$ cat src/rtl/crd_seg_builder.sv
// Splits a compressed coordinate stream into the CSR coordinate array and the cumulative
// segment array, each behind a single-entry output register with valid/ready handshake.
module crd_seg_builder #(
  parameter int DATA_W = 16,
  parameter int CNT_W  = 16
) (
  input  logic              clk,
  input  logic              rst,
  input  logic              clk_en,
  input  logic              flush,
  input  logic              tile_en,
  input  logic [DATA_W:0]   crd_in,
  input  logic              crd_in_valid,
  output logic              crd_in_ready,
  output logic [DATA_W:0]   crd_out,
  output logic              crd_out_valid,
  input  logic              crd_out_ready,
  output logic [DATA_W:0]   seg_out,
  output logic              seg_out_valid,
  input  logic              seg_out_ready,
  output logic              cnt_overflow
);

  // state     | meaning
  // ST_START  | waiting for a free seg slot to emit the leading 0 of a tile
  // ST_STREAM | routing coords to crd_out and running counts to seg_out
  // ST_DRAIN  | done pushed; waiting for both slots to empty before next tile
  typedef enum logic [1:0] {ST_START, ST_STREAM, ST_DRAIN} state_t;

  localparam logic [DATA_W:0] DONE_TOK = {1'b1, {(DATA_W-9){1'b0}}, 9'h100};

  state_t            state, state_nxt;
  logic [CNT_W-1:0]  count, count_nxt;
  logic              ovf_nxt;
  logic              crd_v, seg_v;
  logic              push_crd, push_seg;
  logic [DATA_W:0]   crd_din, seg_din;
  logic              en, crd_free, seg_free;
  logic              is_ctrl, is_stop, is_done, head_ok;

  assign en       = clk_en & tile_en;
  assign crd_free = ~crd_v | crd_out_ready;
  assign seg_free = ~seg_v | seg_out_ready;
  assign is_ctrl  = crd_in[DATA_W];
  assign is_stop  = is_ctrl & (crd_in[DATA_W-1:8] == '0);
  assign is_done  = (crd_in == DONE_TOK);

  assign crd_out_valid = crd_v & tile_en;
  assign seg_out_valid = seg_v & tile_en;

  always_comb begin
    if (!is_ctrl)     head_ok = crd_free;
    else if (is_stop) head_ok = seg_free;
    else if (is_done) head_ok = crd_free & seg_free;
    else              head_ok = 1'b1;
  end

  always_comb begin
    state_nxt    = state;
    count_nxt    = count;
    ovf_nxt      = cnt_overflow;
    push_crd     = 1'b0;
    push_seg     = 1'b0;
    crd_din      = '0;
    seg_din      = '0;
    crd_in_ready = 1'b0;
    case (state)
      ST_START: begin
        if (seg_free) begin
          push_seg  = 1'b1;
          state_nxt = ST_STREAM;
        end
      end
      ST_STREAM: begin
        // Ready is withheld whenever this edge cannot commit, so no token is lost.
        crd_in_ready = head_ok & en & ~flush;
        if (crd_in_ready && crd_in_valid) begin
          if (!is_ctrl) begin
            push_crd  = 1'b1;
            crd_din   = crd_in;
            count_nxt = count + CNT_W'(1);
            if (count == '1) ovf_nxt = 1'b1;
          end else if (is_stop) begin
            push_seg = 1'b1;
            seg_din  = {{(DATA_W+1-CNT_W){1'b0}}, count};
          end else if (is_done) begin
            push_crd  = 1'b1;
            push_seg  = 1'b1;
            crd_din   = DONE_TOK;
            seg_din   = DONE_TOK;
            state_nxt = ST_DRAIN;
          end
        end
      end
      ST_DRAIN: begin
        if (crd_free && seg_free) begin
          count_nxt = '0;
          ovf_nxt   = 1'b0;
          state_nxt = ST_START;
        end
      end
      default: state_nxt = ST_START;
    endcase
  end

  always_ff @(posedge clk or posedge rst) begin
    if (rst) begin
      state        <= ST_START;
      count        <= '0;
      cnt_overflow <= 1'b0;
      crd_out      <= '0;
      seg_out      <= '0;
      crd_v        <= 1'b0;
      seg_v        <= 1'b0;
    end else if (flush) begin
      state        <= ST_START;
      count        <= '0;
      cnt_overflow <= 1'b0;
      crd_out      <= '0;
      seg_out      <= '0;
      crd_v        <= 1'b0;
      seg_v        <= 1'b0;
    end else if (en) begin
      state        <= state_nxt;
      count        <= count_nxt;
      cnt_overflow <= ovf_nxt;
      if (push_crd) begin
        crd_out <= crd_din;
        crd_v   <= 1'b1;
      end else if (crd_out_ready) begin
        crd_v <= 1'b0;
      end
      if (push_seg) begin
        seg_out <= seg_din;
        seg_v   <= 1'b1;
      end else if (seg_out_ready) begin
        seg_v <= 1'b0;
      end
    end
  end

endmodule
$ cat config.mk
export PLATFORM = sky130hd
export DESIGN_NAME = crd_seg_builder
export DESIGN_NICKNAME = d
export VERILOG_FILES = /design/src/rtl/crd_seg_builder.sv
export SDC_FILE = /design/constraint.sdc
export NUM_CORES = 1
export LEC_CHECK = 0
export BUFFER_PORTS_ARGS = -buffer_cell sky130_fd_sc_hd__buf_2
export CORE_MARGIN = 2
export CORE_UTILIZATION = 30
export DETAILED_ROUTE_END_ITERATION = 8
export GPL_TIMING_DRIVEN = 1
export SETUP_SLACK_MARGIN = 0.02
export SYNTH_ARGS = -nofsm -noshare
export SYNTH_HDL_FRONTEND = slang
export SYNTH_SLANG_ARGS = --single-unit
$ cat constraint.sdc
create_clock -name clk -period 3 [get_ports clk]
set_input_delay 0.3 -clock clk [delete_from_list [all_inputs] [get_ports clk]]
set_output_delay 0.3 -clock clk [all_outputs]
set_load 0.005 [all_outputs]
Word-level counts from Yosys, hierarchy flattened
Index checks and enable logic that the tools add are counted.
- add/subtract/negate cells: 1
- equality and inequality tests: 12
- bitwise logic cells: 12
- reductions and logical operators: 17
- multiplexer cells: 59
- operators by type and width (kind ; number):
    $mux 17 ; 15
    $mux 16 ; 5
    $pmux 16 s2 ; 1
    $mux 1 ; 27
    $ne 3x3->1 const B ; 8
    $eq 17x17->1 const B ; 1
    $add 16x1->16 const B ; 1
    $eq 16x16->1 const B ; 1
    $mux 2 ; 8
    $reduce_bool 3->1 ; 3
    $logic_not 8->1 ; 1
    $reduce_and 2->1 ; 4
    $and 1x1->1 ; 7
    $reduce_and 7->1 ; 1
    $pmux 2 s3 ; 1
    $reduce_and 6->1 ; 1
    $reduce_bool 2->1 ; 3
    $reduce_and 5->1 ; 1
    $pmux 1 s2 ; 2
    $not 1->1 ; 3
    $eq 2x1->1 const B ; 1
    $eq 2x2->1 const B ; 1
    $logic_and 1x1->1 ; 2
    $logic_not 2->1 ; 1
    $or 1x1->1 ; 2
- output and inout port bits: 38
- bits in registers: 55

Longest topological paths before layout
Gate-level depths: netlist of the first run.
- depth in word-level cells: 14
- mapped depth: 8

Least setup slack after synthesis of the first run
OpenSTA, ideal clock, no wires.
- path kind: reg-to-reg
- start point: register state[1]
- end point: register count[12]
- arrival time: 2046 ps
- library setup time: 79 ps
- slack: 875 ps
- required time: 2921 ps
- stages on the path, launching flop included: 7
- cell sequence: dfrtp_1 -> nand4bb_4 -> or4_4 -> a22o_1 -> buf_6 -> or4_1 -> a21oi_1
- word-level cells in the longest chain between the ends: 4
- RTL lines (item ; RTL line ; text):
    start, declared ; 32 ; state_t state, state_nxt;
    start signal, assigned ; 124 ; state <= state_nxt;
    $eq 2x2->1 / $eq 2x1->1 (equally long branches) ; 67 ; case (state)
    $pmux 16 s2 ; 67 ;
    $mux 16 ; 123 ; end else if (en) begin
    $mux 16 ; 115 ; end else if (flush) begin
    end signal, assigned ; 125 ; count <= count_nxt;
    end, declared ; 33 ; logic [CNT_W-1:0] count, count_nxt;
Several ways; a longest one is shown, not always the timed one. The select of a mux whose other input is x is not followed.
A chain may end at the register's enable or synchronous reset.

Final worst setup path of the first run
- start point: register state[1]
- end point: register count[9]
Same word-level chain as after synthesis.

==> results of run 1 <==
[power by group through the flow]
| stage | sequential (mW) | clock [mW] | combinational [mW] |
|---|---|---|---|
| 2_1_floorplan | 0.763 | 0 | 0.0552 |
| 3_3_place_gp | 0.764 | 0 | 0.0956 |
| 3_5_place_dp | 0.764 | 0 | 0.0967 |
| 4_1_cts | 0.749 | 0.523 | 0.0978 |
| 5_1_grt | 0.750 | 0.547 | 0.109 |
| 6_report | 0.749 | 0.510 | 0.0965 |
[how the worst max path moves through the flow]
stage	from	end	slack, ps	depth (start not counted)
2_1_floorplan	state[1]	count[12]	880	6
3_3_place_gp	crd_in[4]	seg_out[3]	500	7
3_5_place_dp	crd_in[4]	seg_out[13]	470	7
4_1_cts	state[1]	count[9]	560	5
5_1_grt	state[1]	count[12]	350	5
6_report	state[1]	count[9]	550	5
[routing by layer]
metal  GRT usage  up-vias  routed length (um)
li1            -     1028                   -
met1       0.193     1063                2920
met2       0.220       31                2890
met3      0.0206        6                 176
met4      0.0440        0                  76
met5           0        -                   0
[cells by family after synthesis]
| kind of cell | Yosys count |
|---|---|
| AO/OA/AOI/OAI | 86 |
| AND/OR/NAND/NOR | 75 |
| flip-flops | 55 |
| buffers and inverters | 15 |
| adder cells (fa/ha/maj) | 1 |
[state kept, by name (all words and copies together) (netlist names)]
register      cells
state             2
crd_v             1
count            16
seg_v             1
seg_out          17
cnt_overflow      1
crd_out          17
[cell type report]
class | count | area share
flip-flops and latches | 55 | 0.446
multi-input cells | 162 | 0.349
repair buffers | 69 | 0.119
well taps | 105 | 0.0426
clock buffers | 5 | 0.0223
clock inverters | 3 | 0.0150
inverters | 5 | 0.00609
[per-stage QoR]
step | utilization | hold WS [ps] | power (mW) | area (um^2) | setup WS [ps]
after global routing | 0.377 | 213 | 1.41 | 3080 | 349
final | 0.377 | 210 | 1.36 | 3080 | 550
after floorplan | - | 440 | 0.818 | 2510 | 875
after global placement | 0.362 | 323 | 0.859 | 2960 | 504
after detailed placement | 0.362 | 328 | 0.860 | 2960 | 466
after CTS | 0.377 | 209 | 1.37 | 3080 | 564
[synthesized netlist by cell type, drive strengths merged]
cell,instances,area [um^2]
o21ai,17,85.1
and4,2,17.5
nand3,11,55.1
nand4,1,6.26
buf,4,26.3
nor4,6,37.5
nor2,2,7.51
or4,6,48.8
or3,12,75.1
or4b,1,10.0
nor3b,1,7.51
o31ai,4,30.0
nand2,12,45.0
a22oi,2,15.0
ha,1,12.5
nor4b,1,8.76
a31o,2,17.5
a22o,31,272
nor3,6,30.0
nor2b,2,12.5
clkbuf,6,22.5
dfrtp,55,1380
a21oi,21,105
o31a,1,8.76
or2,1,6.26
a41oi,1,8.76
nand2b,2,12.5
and3,4,25.0
nand4bb,1,27.5
inv,5,18.8
a21o,4,30.0
and2,4,25.0
a21boi,1,7.51
o41a,1,11.3
o41ai,1,8.76
==> results.sh, run 1 <==
export IMPL_synth_simple_area_share=0.182
export IMPL_clk_pin_slew_ps=110
export IMPL_layout_commonest_cell="buf_2"
export IMPL_cts_resized_gates=0
export IMPL_post_route_period_util=0.817
export IMPL_synth_seq_area_share=0.548
export IMPL_grt_max_degree=36
export IMPL_core_area_mm2=0.00818
export IMPL_critPathSlowestCell="or4_1"
export IMPL_clkPwrFrac=0.376
export IMPL_cpPeakStageDelay_ps=590
export IMPL_sw_frac_of_total=0.241
export IMPL_ff_latch_area_mm2=0.00138
export IMPL_routed_wl_um=6060
export IMPL_antenna_found_initial=0
export IMPL_synthAdderAreaFrac=0.00498
export IMPL_fill_cells=846
export IMPL_p_leak_nw=1.48
export IMPL_clk_latency_ps=310
export IMPL_nets=324
export IMPL_clockRootBuffer="clkbuf_8"
export IMPL_vias=2128
export IMPL_yosys_area_share_xor_xnor=0
export IMPL_ys_ff_latch=55
export IMPL_reg2reg_to="count[9]"
export IMPL_post_dp_hpwl_um=4390
export IMPL_synth_warning_count=0
export IMPL_vias_per_cell=5.27
export IMPL_fmax_ghz=0.408
export IMPL_grt_pass1_vias=1981
export IMPL_path_class="reg2reg"
export IMPL_hold_end="crd_out[11]"
export IMPL_crit_buf_inv=0
export IMPL_ios=63
export IMPL_holdCritPathClass="in2reg"
export IMPL_dr_first_iter_drc_count=114
export IMPL_reg2reg_depth=5
export IMPL_status="finished clean"
export IMPL_fp_dieW_um=95.5
export IMPL_p_int_mw=1.03
export IMPL_hold_depth=2
export IMPL_required_ps=3230
export IMPL_netlist_instances=232
export IMPL_num_rows=33
export IMPL_end_kind="flop"
export IMPL_synth_fp_nets=258
export IMPL_setup_violations=0
export IMPL_p_per_area_mw_per_mm2=440
export IMPL_gp_congestion=0.844
export IMPL_hold_buffers=1
export IMPL_area_growth_pct=22.6
export IMPL_slew_headroom=0.480
export IMPL_dieArea_mm2=0.00913
export IMPL_synth_compound_area_share=0.238
export IMPL_die_h_um=95.5
export IMPL_path_delay_family="simple AND/OR/NAND/NOR gates"
export IMPL_vdd_drop_max_uv=195
export IMPL_grt_pass1_wl_um=9960
export IMPL_critPathMaxFanout=30
export IMPL_cts_tree="built"
export IMPL_most_common_layout_cells="buf_2, dfrtp_1, a22o_1, a21oi_1, o21ai_0"
export IMPL_synth_top_family_by_area="compound AO/OA/AOI/OAI gates"
export IMPL_drive_gt1_frac=0.281
export IMPL_instances_no_fill=404
export IMPL_syn_area_per_cell_um2=10.8
export IMPL_grt_setup_unrepaired="false"
export IMPL_clock_sinks=55
export IMPL_r2r_start="state[1]"
export IMPL_path_cells="nand4bb_4 > or4_4 > a22o_1 > or4_1 > a21oi_1"
export IMPL_cts_max_level=2
export IMPL_cp_arrival_ps=2680
export IMPL_drt_pre_antenna_iters=5
export IMPL_ant_nets=0
export IMPL_cts_buffer_depth=2
export IMPL_hold_violations=0
export IMPL_post_place_cells=395
export IMPL_post_cts_setup_buffer_count=0
export IMPL_cap_violations=0
export IMPL_power_switching_mw=0.327
export IMPL_period_needed_ps=2450
export IMPL_synth_area_mux_share=0
export IMPL_min_delay_start="crd_in[11]"
export IMPL_synth_cell_types=37
export IMPL_finClkSkew_ps=17.0
export IMPL_syn_area_mm2=0.00251
export IMPL_diodes=0
export IMPL_combPwrFrac=0.071
export IMPL_initial_utilization=0.307
export IMPL_start_kind="flop"
export IMPL_cts_buffers=5
export IMPL_routedWlPerCell_um=15.0
export IMPL_finalMaxSlewViolations=0
export IMPL_rrSetupSlack_ps=550
export IMPL_setup_tns_ps=0
export IMPL_p_seq_frac=0.553
export IMPL_worst_pin_slew_ps=780
export IMPL_grt_usage=0.138
export IMPL_drc_errors=0
export IMPL_numPortBuffers=62
export IMPL_grt_overflow_total=0
export IMPL_multi_input_area_mm2=0.00108
No activity file was read; power rests on OpenSTA's default activity.
==> run 2: changes to the inputs <==
==> constraint.sdc (replaced) <==
create_clock -name clk -period 2.16 [get_ports clk]
set_input_delay 0.216 -clock clk [delete_from_list [all_inputs] [get_ports clk]]
set_output_delay 0.216 -clock clk [all_outputs]
set_load 0.005 [all_outputs]
==> run 2 against run 1 <==
Sequential power is 39% higher. Die area stayed put. First-iteration DRC count is 32% lower. Critical path type unchanged. Largest power group unchanged. Highest routed layer unchanged.
==> results.sh, run 2 (synthesis results as in run 1) <==
export IMPL_antenna_found_initial=0
export IMPL_cts_buffers=5
export IMPL_grt_pass1_vias=2021
export IMPL_post_dp_hpwl_um=4640
export IMPL_nets=347
export IMPL_required_ps=2370
export IMPL_cts_max_level=2
export IMPL_die_h_um=95.5
export IMPL_path_cells="nand4bb_4 > buf_4 > or3_4 > o41ai_4 > a21oi_2 > buf_6 > a22o_1"
export IMPL_routed_wl_um=6220
export IMPL_setup_tns_ps=0
export IMPL_power_switching_mw=0.457
export IMPL_clk_latency_ps=320
export IMPL_numPortBuffers=62
export IMPL_fp_dieW_um=95.5
export IMPL_end_kind="flop"
export IMPL_critPathMaxFanout=17
export IMPL_clockRootBuffer="clkbuf_8"
export IMPL_clk_pin_slew_ps=100
export IMPL_sw_frac_of_total=0.239
export IMPL_p_per_area_mw_per_mm2=577
export IMPL_combPwrFrac=0.095
export IMPL_vias=2191
export IMPL_fill_cells=815
export IMPL_clock_sinks=55
export IMPL_cap_violations=0
export IMPL_ios=63
export IMPL_grt_usage=0.144
export IMPL_vias_per_cell=5.14
export IMPL_post_route_period_util=0.961
export IMPL_fmax_ghz=0.482
export IMPL_initial_utilization=0.307
export IMPL_grt_setup_unrepaired="true"
export IMPL_path_class="reg2reg"
export IMPL_holdCritPathClass="in2reg"
export IMPL_drt_pre_antenna_iters=4
export IMPL_drc_errors=0
export IMPL_dr_first_iter_drc_count=78
export IMPL_gp_congestion=0.812
export IMPL_finClkSkew_ps=8.16
export IMPL_cpPeakStageDelay_ps=390
export IMPL_grt_max_degree=36
export IMPL_period_needed_ps=2080
export IMPL_core_area_mm2=0.00818
export IMPL_clkPwrFrac=0.361
export IMPL_worst_pin_slew_ps=474
export IMPL_ant_nets=0
export IMPL_setup_ws_ps=84.8
export IMPL_reg_largest_list="crd_out (17), seg_out (17), count (16)"
export IMPL_setup_violations=0
export IMPL_p_int_mw=1.45
export IMPL_p_leak_nw=1.61
export IMPL_cts_buffer_depth=2
export IMPL_num_rows=33
export IMPL_cts_tree="built"
export IMPL_start_kind="flop"
export IMPL_cp_arrival_ps=2280
export IMPL_post_route_cell_area_mm2=0.00331
export IMPL_routedWlPerCell_um=14.6
export IMPL_dpl_cell_area_mm2=0.00314
export IMPL_critPathSlowestCell="dfrtp_1"
export IMPL_p_seq_frac=0.544
export IMPL_vdd_drop_max_uv=261
export IMPL_area_growth_pct=31.8
export IMPL_finalMaxSlewViolations=0
export IMPL_dieArea_mm2=0.00913
export IMPL_hold_violations=0
export IMPL_layout_commonest_cell="buf_2"
export IMPL_pre_cts_ws_ps=-51.1
export IMPL_hold_slack_ps=127
export IMPL_most_common_layout_cells="buf_2, dfrtp_1, a22o_1, buf_4, a21oi_1"
export IMPL_slew_headroom=0.681
export IMPL_grt_pass1_wl_um=10200
export IMPL_finalCoreUtilization=0.405
export IMPL_status="finished clean"
export IMPL_drive_gt1_frac=0.343
export IMPL_diodes=0
export IMPL_grt_overflow_total=0
run 2: critical path, delay by kind of cell, from the launching register on:
family	cells	cell delay [ps]
compound gates	3	690
simple gates	2	570
flops	1	390
buf+inv	2	320
run 2: area by class of cell:
class	instances	area, um^2	share of cell area
Multi-Input combinational cell	162	1110	0.336
Inverter	5	18.8	0.00567
Timing Repair Buffer	92	567	0.171
Clock buffer	5	68.8	0.0208
Clock inverter	2	37.5	0.0113
Tap cell	105	131	0.0397
Sequential cell	55	1380	0.416
run 2: final timing paths:
path	end	cells after the start	from	slack [ps]
worst min register to register	seg_out[16]	1	seg_out[16]	490
worst min-delay path	crd_out[0]	2	crd_in[0]	130
min in group asynchronous	seg_out[8]	3	rst	450
worst max-delay path	seg_out[9]	7	state[1]	80
worst max register to register	seg_out[9]	7	state[1]	80
max in group asynchronous	crd_out[16]	4	rst	1170
run 2: layer usage:
metal	vias to the layer above	share of wire	track usage
li1	1080	-	-
met1	1060	0.48	0.205
met2	44	0.47	0.216
met3	7	0.040	0.0277
met4	0	0.016	0.0548
met5	-	0	0
run 2: per-stage QoR:
| stage | power [mW] | std cells |
|---|---|---|
| finish | 1.91 | 426 |
| global route | 1.99 | 426 |
| global placement | 1.22 | 416 |
| detailed placement | 1.23 | 416 |
| CTS | 1.92 | 424 |
| floorplan | 1.14 | 232 |
run 2: power by group through the flow:
stage          Clock [mW]  Combinational, mW  Sequential [mW]
6_report            0.690              0.181             1.04
5_1_grt             0.747              0.199             1.04
4_1_cts             0.707              0.170             1.04
3_5_place_dp            0              0.166             1.06
3_3_place_gp            0              0.165             1.06
2_1_floorplan           0             0.0767             1.06
run 2: repair_timing:
item                                    in CTS  in global routing
setup buffers                                0                  2
gates resized for setup                      2                  5
hold buffers                                 1                  0
endpoints found under the setup margin      26                 26
endpoints found under the hold margin       20                  0
pin swaps                                    0                  2
gates cloned                                 0                  0
